==> config.mk <==
export PLATFORM = sky130hd
export DESIGN_NAME = pipelined_barrel_shifter
export DESIGN_NICKNAME = d
export VERILOG_FILES = /design/src/rtl/shift_pkg.sv /design/src/rtl/pipelined_barrel_shifter_stage.sv /design/src/rtl/pipelined_barrel_shifter.sv
export SDC_FILE = /design/constraint.sdc
export NUM_CORES = 1
export LEC_CHECK = 0
export CAP_MARGIN = 20
export CORE_ASPECT_RATIO = 1.5
export CORE_MARGIN = 3
export CORE_UTILIZATION = 35
export DETAILED_ROUTE_END_ITERATION = 7
export MAX_ROUTING_LAYER = met4
export PLACE_DENSITY = 0.63
export SYNTH_ARGS = -nofsm -noshare
export SYNTH_HDL_FRONTEND = slang
export SYNTH_HIERARCHICAL = 1
export SYNTH_SLANG_ARGS = --single-unit
==> constraint.sdc <==
create_clock -name clk_i -period 1.84 [get_ports clk_i]
set_input_delay 0.368 -clock clk_i [delete_from_list [all_inputs] [get_ports clk_i]]
set_output_delay 0.368 -clock clk_i [all_outputs]
set_load 0.005 [all_outputs]
==> src/rtl/shift_pkg.sv <==
// Shared definitions for the pipelined RV32I shift unit.
package shift_pkg;
  typedef enum logic [1:0] {
    SH_SLL = 2'b00,
    SH_SRL = 2'b01,
    SH_SRA = 2'b11
  } shift_op_t;

  localparam int DEFAULT_NB_BITS_DATA = 32;
  localparam int DEFAULT_REG_EVERY    = 2;
endpackage

==> src/rtl/pipelined_barrel_shifter_stage.sv <==
// One fixed-distance barrel stage: shifts by SHIFT_DIST when enabled, else passes through.
module barrel_stage
  import shift_pkg::*;
#(
  parameter int NB_BITS_DATA = DEFAULT_NB_BITS_DATA,
  parameter int SHIFT_DIST   = 1
) (
  input  logic [NB_BITS_DATA-1:0] data_i,
  input  logic                    en_i,
  input  logic                    dir_i,
  input  logic                    fill_i,
  output logic [NB_BITS_DATA-1:0] data_o
);
  always_comb begin
    data_o = data_i;
    if (en_i) begin
      if (dir_i) data_o = {{SHIFT_DIST{fill_i}}, data_i[NB_BITS_DATA-1:SHIFT_DIST]};
      else       data_o = {data_i[NB_BITS_DATA-SHIFT_DIST-1:0], {SHIFT_DIST{1'b0}}};
    end
  end
endmodule

==> src/rtl/pipelined_barrel_shifter.sv <==
// Multi-cycle SLL/SRL/SRA unit: log2 fixed stages, a register slot every REG_EVERY stages, valid/ready at both ends.
module pipelined_barrel_shifter
  import shift_pkg::*;
#(
  parameter int NB_BITS_DATA  = DEFAULT_NB_BITS_DATA,
  parameter int NB_BITS_SHIFT = $clog2(NB_BITS_DATA),
  parameter int REG_EVERY     = DEFAULT_REG_EVERY,
  parameter int NB_BITS_TAG   = 5
) (
  input  logic                     clk_i,
  input  logic                     rst_n_i,
  input  logic                     flush_i,
  input  logic                     in_valid_i,
  output logic                     in_ready_o,
  input  logic [1:0]               op_i,
  input  logic [NB_BITS_DATA-1:0]  data_i,
  input  logic [NB_BITS_SHIFT-1:0] shamt_i,
  input  logic [NB_BITS_TAG-1:0]   tag_i,
  output logic                     out_valid_o,
  input  logic                     out_ready_i,
  output logic [NB_BITS_DATA-1:0]  data_o,
  output logic [NB_BITS_TAG-1:0]   tag_o
);
  localparam int NB_SLOTS = (NB_BITS_SHIFT + REG_EVERY - 1) / REG_EVERY;
  localparam int L        = NB_SLOTS - 1;

  logic [NB_SLOTS-1:0] vld, ld;
  logic                fill_in;

  // Per-slot register contents and the operands each stage group works on
  logic [NB_BITS_DATA-1:0]  data_s    [NB_SLOTS];
  logic [NB_BITS_TAG-1:0]   tag_s     [NB_SLOTS];
  logic [1:0]               op_s      [NB_SLOTS];
  logic                     fill_s    [NB_SLOTS];
  logic [NB_BITS_SHIFT-1:0] shamt_s   [NB_SLOTS];
  logic                     src_vld   [NB_SLOTS];
  logic [NB_BITS_DATA-1:0]  src_data  [NB_SLOTS];
  logic [NB_BITS_TAG-1:0]   src_tag   [NB_SLOTS];
  logic [1:0]               src_op    [NB_SLOTS];
  logic                     src_fill  [NB_SLOTS];
  logic [NB_BITS_SHIFT-1:0] src_shamt [NB_SLOTS];
  logic [NB_BITS_DATA-1:0]  st_out    [NB_BITS_SHIFT];

  assign fill_in = (shift_op_t'(op_i) == SH_SRA) & data_i[NB_BITS_DATA-1];

  // A slot may load when empty or when its occupant moves on; resolved from the output backwards
  always_comb begin
    logic nxt;
    ld  = '0;
    nxt = out_ready_i;
    for (int s = NB_SLOTS - 1; s >= 0; s--) begin
      ld[s] = !vld[s] | nxt;
      nxt   = ld[s];
    end
  end

  assign in_ready_o  = ld[0] & ~flush_i;
  assign out_valid_o = vld[L];
  assign data_o      = data_s[L];
  assign tag_o       = tag_s[L];

  for (genvar k = 0; k < NB_BITS_SHIFT; k++) begin : g_stage
    localparam int G = k / REG_EVERY;
    logic [NB_BITS_DATA-1:0] st_in;
    if (k % REG_EVERY == 0) begin : g_head
      assign st_in = src_data[G];
    end else begin : g_body
      assign st_in = st_out[k-1];
    end
    barrel_stage #(.NB_BITS_DATA(NB_BITS_DATA), .SHIFT_DIST(1 << k)) u_stage (
      .data_i (st_in),
      .en_i   (src_shamt[G][k]),
      .dir_i  (src_op[G][0]),
      .fill_i (src_fill[G]),
      .data_o (st_out[k])
    );
  end

  for (genvar g = 0; g < NB_SLOTS; g++) begin : g_slot
    localparam int LAST = (((g + 1) * REG_EVERY < NB_BITS_SHIFT) ? (g + 1) * REG_EVERY : NB_BITS_SHIFT) - 1;
    logic                     vld_q, vld_d, fill_q;
    logic [1:0]               op_q;
    logic [NB_BITS_SHIFT-1:0] shamt_q;
    logic [NB_BITS_DATA-1:0]  data_q;
    logic [NB_BITS_TAG-1:0]   tag_q;
    logic                     unused_meta;

    if (g == 0) begin : g_src_in
      assign src_vld[g]   = in_valid_i & in_ready_o;
      assign src_data[g]  = data_i;
      assign src_tag[g]   = tag_i;
      assign src_op[g]    = op_i;
      assign src_fill[g]  = fill_in;
      assign src_shamt[g] = shamt_i;
    end else begin : g_src_prev
      assign src_vld[g]   = vld[g-1];
      assign src_data[g]  = data_s[g-1];
      assign src_tag[g]   = tag_s[g-1];
      assign src_op[g]    = op_s[g-1];
      assign src_fill[g]  = fill_s[g-1];
      assign src_shamt[g] = shamt_s[g-1];
    end

    always_comb begin
      vld_d = vld_q;
      if (flush_i)    vld_d = 1'b0;
      else if (ld[g]) vld_d = src_vld[g];
    end

    // Payload only moves with a valid op, so idle inputs never reach the registers
    always_ff @(posedge clk_i or negedge rst_n_i) begin
      if (!rst_n_i) begin
        vld_q   <= 1'b0;
        op_q    <= '0;
        fill_q  <= 1'b0;
        shamt_q <= '0;
        data_q  <= '0;
        tag_q   <= '0;
      end else begin
        vld_q <= vld_d;
        if (ld[g] && src_vld[g]) begin
          op_q    <= src_op[g];
          fill_q  <= src_fill[g];
          shamt_q <= src_shamt[g];
          data_q  <= st_out[LAST];
          tag_q   <= src_tag[g];
        end
      end
    end

    assign vld[g]      = vld_q;
    assign data_s[g]   = data_q;
    assign tag_s[g]    = tag_q;
    assign op_s[g]     = op_q;
    assign fill_s[g]   = fill_q;
    assign shamt_s[g]  = shamt_q;
    // Already-consumed shamt bits and the last slot's metadata have no reader
    assign unused_meta = ^{op_q, fill_q, shamt_q};
  end
endmodule

After elaboration in Yosys (flattened, before gate mapping) --
Cells that the tools add are included.
Word-level totals: flip-flop bits (word level) 128, input port bits 49, output and inout bits 39, word-level logic and storage cells 48
Operators by class: equality and inequality tests 1, mux-type cells 16, bitwise logic cells 7, reduce and logical (&&, ||, !) cells 9
Operator list (number):
- two-way mux 32 bit | 10
- two-way mux 1 bit | 6
- nonzero test 2 bit | 3
- AND 1 bit | 3
- logical AND 1 bit | 3
- zero test 1 bit | 3
- bitwise OR 1 bit | 3
- equality test 2 bit (second input constant) | 1
- inverter 1 bit | 1

Depth between registers and ports, before layout --
Gate-level depths: netlist of run 1.
depth in word-level cells 8, mapped depth 7, gate-level depth less buffers 6

Hierarchy --
Netlist of run 1, hierarchy kept.
Modules (own cells, without submodules):
- pipelined_barrel_shifter | times used 1, cells each 268, area an instance 4755.8 µm², sequential area each 3052.9 µm²
- barrel_stage (g_stage[0].u_stage) | times used 1, cells each 107, area an instance 701.9 µm², sequential area each 0.0 µm²
- barrel_stage (g_stage[1].u_stage) | times used 1, cells each 107, area an instance 696.9 µm², sequential area each 0.0 µm²
- barrel_stage (g_stage[2].u_stage) | times used 1, cells each 107, area an instance 686.9 µm², sequential area each 0.0 µm²
- barrel_stage (g_stage[3].u_stage) | times used 1, cells each 92, area an instance 630.6 µm², sequential area each 0.0 µm²
- barrel_stage (g_stage[4].u_stage) | times used 1, cells each 79, area an instance 489.2 µm², sequential area each 0.0 µm²

Worst setup path before layout of run 1 --
OpenSTA, ideal clock, no wires.
kind reg-to-reg, from register g_slot[1].vld_q, to register g_slot[0].data_q[0], setup time 0.125 ns, arrival 1.524 ns, required time 1.715 ns, path slack 0.191 ns, cell stages (with the launch flop) 6, buffers on the path 2, period minus slack after synthesis 1.649 ns, path through dfrtp_1 > and4b_4 > or3b_1 > buf_6 > buf_12 > mux2_4
On the way: word-level cells in the longest chain between the ends 6
RTL lines:
- start, declared | RTL line pipelined_barrel_shifter.sv:81 | logic vld_q, vld_d, fill_q;
- start signal, assigned | RTL line pipelined_barrel_shifter.sv:120 | vld_q <= vld_d;
- zero test 1 bit * | RTL line pipelined_barrel_shifter.sv:52 | ld[s] = !vld[s] | nxt;
- bitwise OR 1 bit * (2 in series) | RTL line pipelined_barrel_shifter.sv:52
- AND 1 bit | RTL line pipelined_barrel_shifter.sv:57 | assign in_ready_o = ld[0] & ~flush_i;
- AND 1 bit | RTL line pipelined_barrel_shifter.sv:89 | assign src_vld[g] = in_valid_i & in_ready_o;
- logical AND 1 bit * | RTL line pipelined_barrel_shifter.sv:121 | if (ld[g] && src_vld[g]) begin
- end signal, assigned | RTL line pipelined_barrel_shifter.sv:125 | data_q <= st_out[LAST];
- end, declared | RTL line pipelined_barrel_shifter.sv:84 | logic [NB_BITS_DATA-1:0] data_q;
Every way passes the cells marked *; elsewhere a longest branch is shown, timed or not. A chain may end at the register's enable or synchronous reset.

Final worst setup path of run 1 --
from register g_slot[0].vld_q, to register g_slot[0].tag_q[4]
On the way: word-level cells in the longest chain between the ends 5
RTL lines:
- start, declared | RTL line pipelined_barrel_shifter.sv:81
- start signal, assigned | RTL line pipelined_barrel_shifter.sv:120
- zero test 1 bit * | RTL line pipelined_barrel_shifter.sv:52
- bitwise OR 1 bit * | RTL line pipelined_barrel_shifter.sv:52
- AND 1 bit | RTL line pipelined_barrel_shifter.sv:57
- AND 1 bit | RTL line pipelined_barrel_shifter.sv:89
- logical AND 1 bit * | RTL line pipelined_barrel_shifter.sv:121
- end signal, assigned | RTL line pipelined_barrel_shifter.sv:126 | tag_q <= src_tag[g];
- end, declared | RTL line pipelined_barrel_shifter.sv:85 | logic [NB_BITS_TAG-1:0] tag_q;
Marked as above.

==> flow_summary.toml, run 1 <==
[route]
drt_first_pass_iters = 6
wl_per_cell_um = 15.0
viasPerCell = 5.00
vias = 5674
ant_nets = 0
drt_iter0_drc = 262
route.detailed.drc = 0
routed_wl_um = 17000

[die]
die_h_um = 191
dieArea_sq_um = 24600
coreArea_sq_um = 22400
rows = 67
initial_core_util_pct = 35.6
boundaryPins = 88
die_x_um = 129

[worst_setup_path]
critPathArrivalTime_ns = 2.07
criticalPathCategory = "reg -> reg"
startpoint_type = "flip-flop"
crit_fanout = 42
end_kind = "flip-flop"
cp.required_ns = 2.14

[global_routing]
grt.overflow.total = 0
grt_use_total_pct = 14.7
antenna_found_initial = 0
grt_pass1_wl_um = 28300
grt_pass1_vias = 5518
grt_max_degree = 65

[placed_design]
place_inst = 1097
dp_hpwl_um = 13100
gp_congestion = 0.852
pre_cts_slack_ns = -0.418
io_buffers = 87

[timing]
finalCritPeriodShare_pct = 96.4
slew-limit-headroom_pct = 58.1
clock.fmax_ghz = 0.564
hold_ws_ns = 0.347
worst_slack_ns = 0.0664
hold_viol = 0
rsz0062_at_grt = "yes"
period_needed_ns = 1.77
slew_viol_final = 0
worst_pin_slew_ns = 0.622
setup_viol_count_final = 0
fin_tns_setup_ns = 0
skew_ns = 0.00510

[cts]
cts_sinks = 122
cts_tree = "yes"
htree_levels = 4
clkLatencyLatePin_ns = 0.41
clockRootBuffer = "clkbuf_16"
cts_inserted_buffers = 17
path_clk_slew_ns = 0.06
clockBufferDepth = 2

[layout]
regArea_sq_um = 3050
layout-drive-gt1-share_pct = 24.4
final_util_pct = 42.9
syn2layout_area_growth_pct = 20.5
antennaDiodeCount = 0
nFillCells = 2137
multi_input_area_sq_um = 4270
fin_cells = 1135
fin_nets = 895

[run_status]
outcome = "finished clean"

[worst_hold_path]
min_path_type = "in -> async"

[logic_synthesis]
syn_nets = 809
synth_top_area_share_pct = 38.3
synth_area_leader_cell = "dfrtp_1"
syn_area_per_cell_sq_um = 10.5
yosysSeqAreaShare_pct = 38.3
synth_cell_types = 27
synth-seq-cells = 122
synth_area_sq_um = 7960
ys_top_cells_by_area = "dfrtp_1 (38%), mux2i_1 (14%), mux2_2 (11%)"
synth_cells = 760
yosysWarningCount = 6

[power_and_ir_drop]
p_leak_nw = 4.34
power.density_nw_per_um2 = 1220
peakVddDrop_mv = 0.680

[run]
cap_violations = 0
-- final timing paths --
path | from | endpoint | slack, ns | cells after the start
worst max register to register | g_slot[0].vld_q | g_slot[0].tag_q[4] | 0.07 | 4
min in group clk_i | out_ready_i | g_slot[1].vld_q | 0.44 | 3
worst max-delay path | g_slot[0].vld_q | g_slot[0].tag_q[4] | 0.07 | 4
worst min-delay path | rst_n_i | data_o[21] | 0.35 | 2
max in group asynchronous | rst_n_i | g_slot[0].op_q[0] | 0.90 | 3
worst min register to register | data_o[12] | data_o[12] | 0.50 | 1
-- worst max-delay path: stages (launching register included) --
cell	delay, ns
dfrtp_1	0.39
and4b_4	0.20
or3b_2	0.48
buf_12	0.22
mux2_4	0.33
-- state kept, by name, summed over array words and instances (netlist names) --
signal          cells
g_slot.data_q      64
data_o             32
g_slot.tag_q       10
tag_o               5
g_slot.shamt_q      4
g_slot.fill_q       2
g_slot.op_q         2
g_slot.vld_q        2
out_valid_o         1
-- where the power goes --
part,total (W),internal [W],switching (W)
clock,0.00322,0.00205,0.00117
combinational,0.00417,0.00247,0.00170
sequential,0.00430,0.00360,0.000700
-- kinds of logic (layout without fill, tap and decap cells) --
logic type             count (synthesis)  count (layout)  synth area share (%)
AOI/OAI and AO/OA                    161             161                  11.5
muxes                                232             232                  32.9
buffers and inverters                 77             176                  8.22
DFF                                  122             122                  38.3
and+or+nand+nor                      168             168                  9.05
-- per-layer routing --
layer	global-route usage, %	up-vias	share of wire (%)
met4	5.17	0	2.1
met2	25.1	92	52
li1	-	2904	-
met5	-	-	0
met3	2.38	20	2.9
met1	17.3	2658	43
-- synthesized netlist by cell type --
master and count:
a31oi_1 16, buf_2 28, or3b_1 1, nor2_1 134, clkbuf_1 9, a22o_1 23
nand2b_1 17, buf_12 15, o21ai_0 7, buf_4 5, inv_1 10, a21oi_1 114
nand3b_1 1, buf_6 9, mux2_4 40, mux2i_1 113, mux2_2 79, and4b_4 1
and3_1 1, o21ai_1 1, dfrtp_1 122, and2_4 2, and2b_1 1, nand3_1 8
nand2_2 1, nand2_1 1, inv_2 1
-- cell usage in the layout, fill, tap and decap left out, drive strengths merged, types with 2 or more instances in the layout --
cell type	netlist	final
a21oi	114	114
clkbuf	9	20
nor2	134	134
nand3	8	8
and2	2	2
nand2b	17	17
mux2	119	119
a22o	23	23
mux2i	113	113
nand2	2	2
dfrtp	122	122
bufinv	0	2
buf	57	49
a31oi	16	16
inv	11	11
clkinv	0	6
clkinvlp	0	4
o21ai	8	8
clkdlybuf4s50	0	81
-- repair_timing --
item | CTS | global route
endpoints found under the hold margin | 11 | 0
setup buffers | 0 | 5
endpoints found under the setup margin | 1 | 16
hold buffers | 1 | 0
resized for setup | 2 | 5
pin swaps | 0 | 0
-- area by class of cell --
cell class / count / share of cell area, %
multi-input combinational: 561 / 44.5
sequential: 122 / 31.8
timing repair buffer: 133 / 13.6
clock buffer: 20 / 4.76
tap: 276 / 3.60
clock inverter: 12 / 1.29
inverter: 11 / 0.430
-- stage by stage --
step,area [sq um],total power [W]
final,9600,0.0117
after global placement,8950,0.00843
after detailed placement,8950,0.00853
after floorplan,7960,0.00688
after global routing,9600,0.0125
after CTS,9540,0.0118
No activity file was read; power rests on OpenSTA's default activity.
==> run 2, diff against run 1 <==
--- a/config.mk
+++ b/config.mk
@@ -7,7 +7,6 @@
 export LEC_CHECK = 0
 export CAP_MARGIN = 20
 export CORE_ASPECT_RATIO = 1.5
-export CORE_MARGIN = 3
 export CORE_UTILIZATION = 35
 export DETAILED_ROUTE_END_ITERATION = 7
 export MAX_ROUTING_LAYER = met4
==> run 2 against run 1 <==
Effect of this change:
- first-iteration DRC count is 4.6% lower
- critical path depth increased by 3
- clock-buffer cell count grew 2
- die area down 5.1%
- clock power fell by 2%
- worst hold slack gained 0.0033 ns
- wire length about the same
- clock skew up 0.0061 ns
- fmax decreased by 0.82%
- non-clock buffer count shrank 12
- sequential share of layout area increased by 0.10 points
==> flow_summary.toml, run 2 (same netlist as run 1, synthesis figures left out) <==
[timing]
slew_viol_final = 0
finalCritPeriodShare_pct = 97.2
period_needed_ns = 1.79
setup_viol_count_final = 0
slew-limit-headroom_pct = 63.4
worst_pin_slew_ns = 0.549
skew_ns = 0.0112
hold_viol = 0
clock.fmax_ghz = 0.559
hold_ws_ns = 0.350

[layout]
syn2layout_area_growth_pct = 20.1
fin_area_sq_um = 9570
layout_commonest_cell = "nor2_1"
fin_cells = 1121
final_cell_mix = "nor2_1 (134), dfrtp_1 (121), a21oi_1 (113), mux2i_1 (113), clkdlybuf4s50_1 (81)"
fin_nets = 883
largest_register_ffs = 64
regMostFlops = "g_slot.data_q"
layout-drive-gt1-share_pct = 23.0
antennaDiodeCount = 0
final_util_pct = 42.9

[die]
die_x_um = 125
initial_core_util_pct = 35.7
coreArea_sq_um = 22300
dieArea_sq_um = 23400
die_h_um = 187
boundaryPins = 88
rows = 67

[global_routing]
grt_max_degree = 66
grt_use_total_pct = 15.4
antenna_found_initial = 0
grt_pass1_wl_um = 28400
grt_pass1_vias = 5467
grt.overflow.total = 0

[cts]
htree_levels = 4
clockRootBuffer = "clkbuf_16"
cts_sinks = 122
cts_inserted_buffers = 17
clkLatencyLatePin_ns = 0.40
path_clk_slew_ns = 0.06
clockBufferDepth = 2
cts_tree = "yes"

[worst_setup_path]
crit_family = "compound AO/OA/AOI/OAI gates"
crit_chain = "buf_4 -> clkbuf_16 -> mux2i_1 -> a21oi_1 -> mux2i_1 -> a21oi_1 -> mux2_2"
slowest_stage = "dfrtp_2"
criticalPathCategory = "reg -> reg"
cp.required_ns = 2.17
crit_fanout = 11
critPathMaxStageDelay_ns = 0.43
path_buf_inv = 2
worstSetupPathDepth = 7
startpoint_type = "flip-flop"
reg2reg_depth = 7
end_kind = "flip-flop"
critPathArrivalTime_ns = 2.12

[route]
wl_per_cell_um = 15.2
drt_iter0_drc = 250
routed_wl_um = 17000
vias = 5633
drt_first_pass_iters = 6
viasPerCell = 5.02
route.detailed.drc = 0
ant_nets = 0

[power_and_ir_drop]
power.density_nw_per_um2 = 1220
p_leak_nw = 4.31
peakVddDrop_mv = 0.658

[placed_design]
dp_hpwl_um = 12600
dpl_cell_area_sq_um = 8920
gp_congestion = 0.794
place_inst = 1086
io_buffers = 87

[worst_hold_path]
min_path_type = "in -> async"

[run]
cap_violations = 0

[run_status]
outcome = "finished clean"
## run 2: layout make-up
cell class / count / area, sq um
clock buffers: 22 / 474
clock inverters: 8 / 95.1
fillers: 2115 / 12700
inverters: 11 / 41.3
multi-input cells: 561 / 4260
flip-flops and latches: 122 / 3050
well taps: 276 / 345
repair buffers: 121 / 1290
## run 2: final timing paths
path	start	endpoint	slack [ns]
worst max register to register	g_slot[0].op_q[0]	g_slot[1].data_q[20]	0.05
worst min register to register	data_o[26]	data_o[26]	0.50
max in group asynchronous	rst_n_i	g_slot[1].data_q[28]	0.88
worst min-delay path	rst_n_i	tag_o[3]	0.35
worst max-delay path	g_slot[0].op_q[0]	g_slot[1].data_q[20]	0.05
min in group clk_i	data_o[26]	data_o[26]	0.50
## run 2: timing repair
| item | CTS | global route |
|---|---|---|
| setup buffers | 1 | 1 |
| hold buffers | 1 | 0 |
| endpoints found under the setup margin | 1 | 14 |
| hold endpoints to repair | 11 | 0 |
| resized for setup | 2 | 4 |
| cloned | 0 | 2 |
## run 2: power by group
part / total [W] / leakage (nW) / internal [W] / switching (W)
registers: 0.00432 / 1.43 / 0.00360 / 0.000724
logic: 0.00413 / 2.60 / 0.00246 / 0.00167
clock network: 0.00317 / 0.278 / 0.00207 / 0.00110
total: 0.0116 / 4.31 / 0.00813 / 0.00349
## run 2: layer usage
metal | GRT usage, % | up-vias | share of wire [%]
met3 | 2.32 | 14 | 2.1
li1 | - | 2859 | -
met1 | 18.9 | 2652 | 45
met5 | - | - | 0
met4 | 6.00 | 0 | 1.5
met2 | 25.4 | 108 | 51
## run 2: per-stage QoR
step | setup TNS (ns) | total power, W | setup WS, ns
6_report | 0 | 0.0116 | 0.0516
5_1_grt | -0.00393 | 0.0124 | -0.00362
4_1_cts | 0 | 0.0117 | 0.00640
3_5_place_dp | -25.50 | 0.00848 | -0.410
3_3_place_gp | -24.46 | 0.00835 | -0.389
2_1_floorplan | 0 | 0.00688 | 0.191
